### src/rtl/sample_ram_reader.sv
// Sweeps an address range of a synchronous sample RAM, streams each word out through a
// 2-entry FIFO with valid/ready, and counts samples above a temperature threshold.
module sample_ram_reader #(
    parameter int AW        = 3,
    parameter int DW        = 12,
    parameter int THRESH    = 3643,
    parameter int ALARM_CNT = 4
) (
    input  logic          clk_in,
    input  logic          rst_n,
    input  logic          start,
    input  logic [AW-1:0] base_addr,
    input  logic [AW:0]   num_words,
    output logic [AW-1:0] ram_addr,
    input  logic [DW-1:0] ram_q,
    output logic          ram_rd,
    output logic          out_valid,
    input  logic          out_ready,
    output logic [DW-1:0] out_data,
    output logic          out_last,
    output logic          busy,
    output logic [AW:0]   hot_count,
    output logic          alarm
);

    typedef enum logic [1:0] {
        IDLE,
        READ,
        DRAIN,
        DONE
    } state_t;

    localparam logic [DW-1:0] THRESH_V = DW'(THRESH);
    localparam logic [AW:0]   ALARM_V  = (AW+1)'(ALARM_CNT);

    state_t        state;
    state_t        state_next;
    logic [AW:0]   remaining;
    logic          inflight;
    logic          inflight_last;
    logic [DW-1:0] fifo_data [2];
    logic [1:0]    fifo_last;
    logic          rd_ptr;
    logic          wr_ptr;
    logic [1:0]    count;
    logic [2:0]    eff_occ;
    logic          accept;
    logic          push;
    logic          pop;
    logic          issue;
    logic          issue_last;

    assign accept    = start && ((state == IDLE) || (state == DONE));
    assign push      = inflight;
    assign out_valid = (count != 2'd0);
    assign pop       = out_valid && out_ready;
    assign out_data  = fifo_data[rd_ptr];
    assign out_last  = out_valid && fifo_last[rd_ptr];
    assign busy      = (state == READ) || (state == DRAIN);
    assign alarm     = (hot_count >= ALARM_V);
    assign ram_rd    = issue;

    // A pop in this cycle frees its slot, which keeps one read per cycle under full throughput.
    always_comb begin
        eff_occ    = {1'b0, count} - {2'b0, pop} + {2'b0, inflight};
        issue      = (state == READ) && (eff_occ < 3'd2);
        issue_last = issue && (remaining == (AW+1)'(1));
        state_next = state;
        case (state)
            IDLE, DONE: if (start) state_next = READ;
            READ:       if (issue_last) state_next = DRAIN;
            DRAIN:      if (!inflight && ((count == 2'd0) || ((count == 2'd1) && pop)))
                            state_next = DONE;
            default:    state_next = IDLE;
        endcase
    end

    always_ff @(posedge clk_in or negedge rst_n) begin
        if (!rst_n) state <= IDLE;
        else        state <= state_next;
    end

    always_ff @(posedge clk_in or negedge rst_n) begin
        if (!rst_n) begin
            ram_addr      <= '0;
            remaining     <= '0;
            inflight      <= 1'b0;
            inflight_last <= 1'b0;
            for (int i = 0; i < 2; i++) fifo_data[i] <= '0;
            fifo_last     <= '0;
            rd_ptr        <= 1'b0;
            wr_ptr        <= 1'b0;
            count         <= '0;
            hot_count     <= '0;
        end else begin
            if (accept) begin
                ram_addr  <= base_addr;
                remaining <= (num_words == '0) ? (AW+1)'(1) : num_words;
            end else if (issue) begin
                ram_addr  <= ram_addr + AW'(1);
                remaining <= remaining - (AW+1)'(1);
            end
            inflight      <= issue;
            inflight_last <= issue_last;
            if (push) begin
                fifo_data[wr_ptr] <= ram_q;
                fifo_last[wr_ptr] <= inflight_last;
                wr_ptr            <= ~wr_ptr;
            end
            if (pop) rd_ptr <= ~rd_ptr;
            count <= count + {1'b0, push} - {1'b0, pop};
            // The hot check uses the sample at the moment it enters the FIFO.
            if (accept)
                hot_count <= '0;
            else if (push && (ram_q > THRESH_V) && (hot_count != '1))
                hot_count <= hot_count + (AW+1)'(1);
        end
    end

endmodule

### config.mk
export PLATFORM = sky130hd
export DESIGN_NAME = sample_ram_reader
export DESIGN_NICKNAME = d
export VERILOG_FILES = /design/src/rtl/sample_ram_reader.sv
export SDC_FILE = /design/constraint.sdc
export NUM_CORES = 1
export LEC_CHECK = 0
export BUFFER_PORTS_ARGS = -buffer_cell sky130_fd_sc_hd__buf_4
export CORE_MARGIN = 4
export CORE_UTILIZATION = 54
export CTS_CLUSTER_DIAMETER = 30
export DETAILED_ROUTE_END_ITERATION = 8
export GPL_ROUTABILITY_DRIVEN = 0
export PLACE_DENSITY = 0.79
export SYNTH_ARGS = -nofsm -noshare
export SYNTH_HDL_FRONTEND = slang
export SYNTH_SLANG_ARGS = --single-unit
### constraint.sdc
create_clock -name clk_in -period 3.76 [get_ports clk_in]
set_clock_uncertainty 0.1 [all_clocks]
set_input_delay 0.564 -clock clk_in [delete_from_list [all_inputs] [get_ports clk_in]]
set_output_delay 0.564 -clock clk_in [all_outputs]
set_load 0.05 [all_outputs]
* After elaboration in Yosys (flattened, before gate mapping)
Index checks and enable logic that the tools add are counted.
** Storage, ports and cells
- Flip-flop bits (word level) :: 45
- Latch bits :: 0
- Bits in writable memories :: 0
- Memory bits (read-only) :: 0
- Input port bits :: 23
- Word-level logic and storage cells :: 86
- Memories kept :: 0
** Cells by class
- $add $sub $neg :: 7
- Multiply operators :: 0
- Div/mod/pow operators :: 0
- Order comparisons :: 9
- Equality and inequality tests :: 9
- Shift operators :: 0
- Mux-type cells :: 22
- Bitwise operators :: 4
- Reductions and logical operators :: 23
** Operator list (number)
- 2-to-1 mux 12 bit :: 4
- bitwise mux 24 bit :: 1
- 2-to-1 mux 4 bit :: 5
- demux 12 bit (select 1 bit) :: 1
- greater-than comparator 12 bit (second input constant) :: 1
- logical AND 1 bit :: 11
- 2-to-1 mux 2 bit :: 3
- 2-to-1 mux 3 bit :: 2
- case mux 2 bit (3 select lines) :: 1
- nonzero test 2 bit :: 3
- adder 4 x 1 -> 4 bit (second input constant) :: 1
- equality test 2 x 1 -> 1 bit (second input constant) :: 2
- equality test 2 bit (second input constant) :: 2
- equality test 4 x 1 -> 1 bit (second input constant) :: 1
- >= comparator 2 bit (second input constant) :: 2
- >= comparator 4 x 3 -> 1 bit (second input constant) :: 1
- logical NOT 2 bit :: 2
- logical NOT 4 bit :: 1
- < comparator 1 x 2 -> 1 bit (second input constant) :: 2
- inequality test 2 bit (second input constant) :: 2
- inequality test 4 bit (second input constant) :: 1
- NOT 1 -> 2 bit :: 2
- subtractor 4 x 1 -> 4 bit (second input constant) :: 1
- adder 3 x 1 -> 3 bit :: 1
- other kinds (16) :: 21

* Depth between registers and ports, before layout
- Word-level depth :: 9
- Mapped depth :: 11
- Gate-level depth less buffers :: 11

* Worst setup path after synthesis
OpenSTA, ideal clock, no wires.
- Kind :: reg-to-output
- Start :: register count[1]
- End :: output ram_rd
- Arrival :: 2.830 ns
- Required time :: 3.096 ns
- Slack :: 0.266 ns
- Cell stages (with the launch flop) :: 10
- Path through :: dfrtp_1 > inv_1 > nand2_1 > and2_1 > ha_1 > inv_1 > ha_1 > fa_1 > xnor2_1 > nor3b_4
** On the way
- Cells in the longest elaborated chain, start to end :: 6
** RTL lines
- start: declaration :: line 45 : logic [1:0] count;
- start signal: assignment :: line 111 : count <= count + {1'b0, push} - {1'b0, pop};
- nonzero test 2 bit :: line 55 : assign out_valid = (count != 2'd0);
- net out_valid :: line 17 : output logic out_valid,
- logical AND 1 bit :: line 56 : assign pop = out_valid && out_ready;
- net pop :: line 49 : logic pop;
- subtractor 2 x 1 -> 3 bit :: line 65 : eff_occ = {1'b0, count} - {2'b0, pop} + {2'b0, inflight};
- adder 3 x 1 -> 3 bit :: line 65
- < comparator 3 x 2 -> 1 bit :: line 66 : issue = (state == READ) && (eff_occ < 3'd2);
- logical AND 1 bit :: line 66
- end: declaration :: line 16 : output logic ram_rd,
The timed path passes the listed nets, and every way through them passes these cells.

* Final worst setup path
- Start :: register count[1]
- End :: output ram_rd
** On the way
- Cells in the longest elaborated chain, start to end :: 6
** RTL lines (line)
- nonzero test 2 bit :: 55
- logical AND 1 bit :: 56
- net pop :: 49
- subtractor 2 x 1 -> 3 bit :: 65
- adder 3 x 1 -> 3 bit :: 65
- < comparator 3 x 2 -> 1 bit :: 66
- logical AND 1 bit :: 66
The timed path passes the listed nets, and every way through them passes these cells.

==> metrics.yaml <==
yosys:
  yosys-top-cells-count: "dfrtp_1, mux2_2, a21oi_1"
  synthCells: 170
  ys_types: 29
  synth-edff-count: 0
  syn_nets: 203
  yosysWarningCount: 0
  synth.avg_cell_area_um2: 12.78
  yosys.area.top_type: "dfrtp_1"
  yosysTopAreaCellShare_pct: 51.81
  synth-main-ff-cell: "dfrtp_1"
  ys_top_cells_by_area: "dfrtp_1, mux2_2, ha_1"
  synth-seq-area-share_pct: 51.81
  synth_area_mm2: 0.002173
  async_reset_ff_share_pct: 100.0
  ys_seq_elements: 45
  synth.most_common_cell: "dfrtp_1"
worst_setup_path:
  cp-start-kind: "register"
  cp.arrival_ns: 2.75
  crit_type: "register to output pin"
  critPathCaptureType: "output pin"
  critPathRequiredTime_ns: 3.10
  crit_path_max_fanout: 5
job:
  cap_violations: 0
clock_network:
  cts_sinks: 45
  post_cts_buffers: 0
  ctsHoldBuffers: 0
  cts_buffers: 5
  insertion_delay_ns: 0.30
  cts_resized: 0
  htreeDepth: 2
  clockBufferDepth: 2
  root_buffer: "clkbuf_8"
  clk_pin_slew_ns: 0.08
  cts_tree: "yes"
pwr:
  ir_drop_mv: 0.5707
  p_leak_nw: 1.267
  power_mw: 2.804
  cellPowerDensity_mw_per_mm2: 1042
sta:
  finalCriticalPeriod_ns: 3.413
  finalHoldViolations: 0
  fmax_ghz: 0.2930
  rsz0062_at_grt: "no"
  fin_crit_sh_pct: 90.76
  worst_slack_ns: 0.3474
  setup_violations: 0
  slew_headroom_pct: 23.07
  tns_ns: 0
  tightest_slew_ns: 1.152
  slew_viol_final: 0
global_routing:
  grt_pass1_wl_mm: 7.376
  grt_usage_pct: 18.71
  grt_antenna_before_repair: 0
  grt_max_degree: 46
  grt_pass1_vias: 1547
  grt_overflow_total: 0
detailed_routing:
  wire_per_inst_um: 16.25
  drc: 0
  vias_per_cell: 5.439
  wirelength_mm: 4.371
  first_pass_iters: 4
  ant_nets: 0
  drt_iter0_markers: 68
  dr_total_vias: 1463
final_layout:
  syn_to_final_growth_pct: 23.78
  num_antenna_cells: 0
  fin_nets: 253
  final_layout_size_suffix_gt1_share_pct: 44.80
floorplan:
  start_util_pct: 57.63
  die_area_mm2: 0.005104
  fp.dieH_um: 71.44
  die_w_um: 71.44
  fp.coreArea_mm2: 0.003771
  io_pins: 47
  num_rows: 22
place:
  portBuffers: 46
  dp_hpwl_mm: 3.184
  dp_slack_ns: 0.6687
hold_path:
  min_path_type: "input pin to asynchronous set/reset pin"
status:
  status: "completed"
-- power by group --
group / total [mW] / internal [mW] / leakage (nW) / switching (mW)
Clock: 0.375 / 0.216 / 0.0574 / 0.159
Combinational: 1.56 / 0.633 / 0.667 / 0.926
Sequential: 0.870 / 0.702 / 0.543 / 0.167
Total: 2.80 / 1.55 / 1.27 / 1.25
-- stage by stage --
step | area, um2 | util (%) | instances | hold WS, ns
6_report | 2690 | 71.33 | 269 | 0.1416
5_1_grt | 2690 | 71.33 | 269 | 0.1928
4_1_cts | 2690 | 71.33 | 269 | 0.1619
3_5_place_dp | 2570 | 68.15 | 261 | 0.3873
3_3_place_gp | 2570 | 68.15 | 261 | 0.3754
2_1_floorplan | 2173 | - | 170 | 0.1684
-- layout by cell type, fill, tap and decap left out, types with 2 or more instances in the layout --
cell and count:
mux2i_1 7, inv_1 9, xor2_1 2, nand2b_1 2
nor2_1 5, dfrtp_1 45, nor2b_1 2, buf_4 47
mux2_2 39, ha_1 9, nor3_1 6, nand2_1 7
nand4_1 3, xnor2_1 7, a21oi_1 11, clkbuf_8 6
-- sequential cells by signal (all words and copies together), names as in the netlist --
| signal | flops |
|---|---|
| wr_ptr | 1 |
| ram_addr | 3 |
| inflight | 1 |
| hot_count | 4 |
| state | 2 |
| rd_ptr | 1 |
| remaining | 4 |
| inflight_last | 1 |
| count | 2 |
| fifo_data | 24 |
| fifo_last | 2 |
-- logic make-up (layout without fill, tap and decap cells) --
group / Yosys count / count (layout) / share of synthesized area (%)
mux: 46 / 46 / 23.43
flops: 45 / 45 / 51.81
simple gates: 31 / 31 / 8.118
xor+xnor: 9 / 9 / 3.627
buf+inv: 13 / 64 / 2.302
fa+ha+maj: 10 / 10 / 6.103
compound gates: 16 / 16 / 4.606
-- path summary, 6_finish.rpt --
path,slack (ns),depth (start not counted),end,start
min in group clk_in,0.38,2,hot_count[0],start
hold / removal,0.14,1,fifo_data[0],rst_n
setup / recovery,0.35,10,ram_rd,count[1]
max in group asynchronous,3.03,1,fifo_data[19],rst_n
setup reg to reg,0.75,12,remaining[1],count[1]
hold reg to reg,0.40,1,fifo_data[3],fifo_data[3]
-- worst max-delay path: stages, from the launching register on --
cell and delay [ns]:
dfrtp_1 0.43, inv_1 0.14, nand2_1 0.10, and2_1 0.19, ha_1 0.28, inv_1 0.04, ha_1 0.19, fa_1 0.38
xnor2_1 0.42, nor3b_4 0.08, buf_4 0.21
-- cell type report --
class                      count  area (um2)
clock buffer                   6       82.58
clock inverter                 2       37.54
fill                         275        1081
inverter                       9       33.78
multi-input combinational    112       997.2
sequential                    45        1126
tap                           48       60.06
timing repair buffer          47       352.8
-- layer usage --
metal | vias to the layer above | global-route usage, % | routed length, um
met4 | 0 | 8.142 | 68
met5 | - | 0 | 0
met3 | 7 | 4.067 | 251
met1 | 724 | 23.76 | 1867
li1 | 694 | - | -
met2 | 38 | 30.82 | 2183
(Power assumes the default switching activity.)
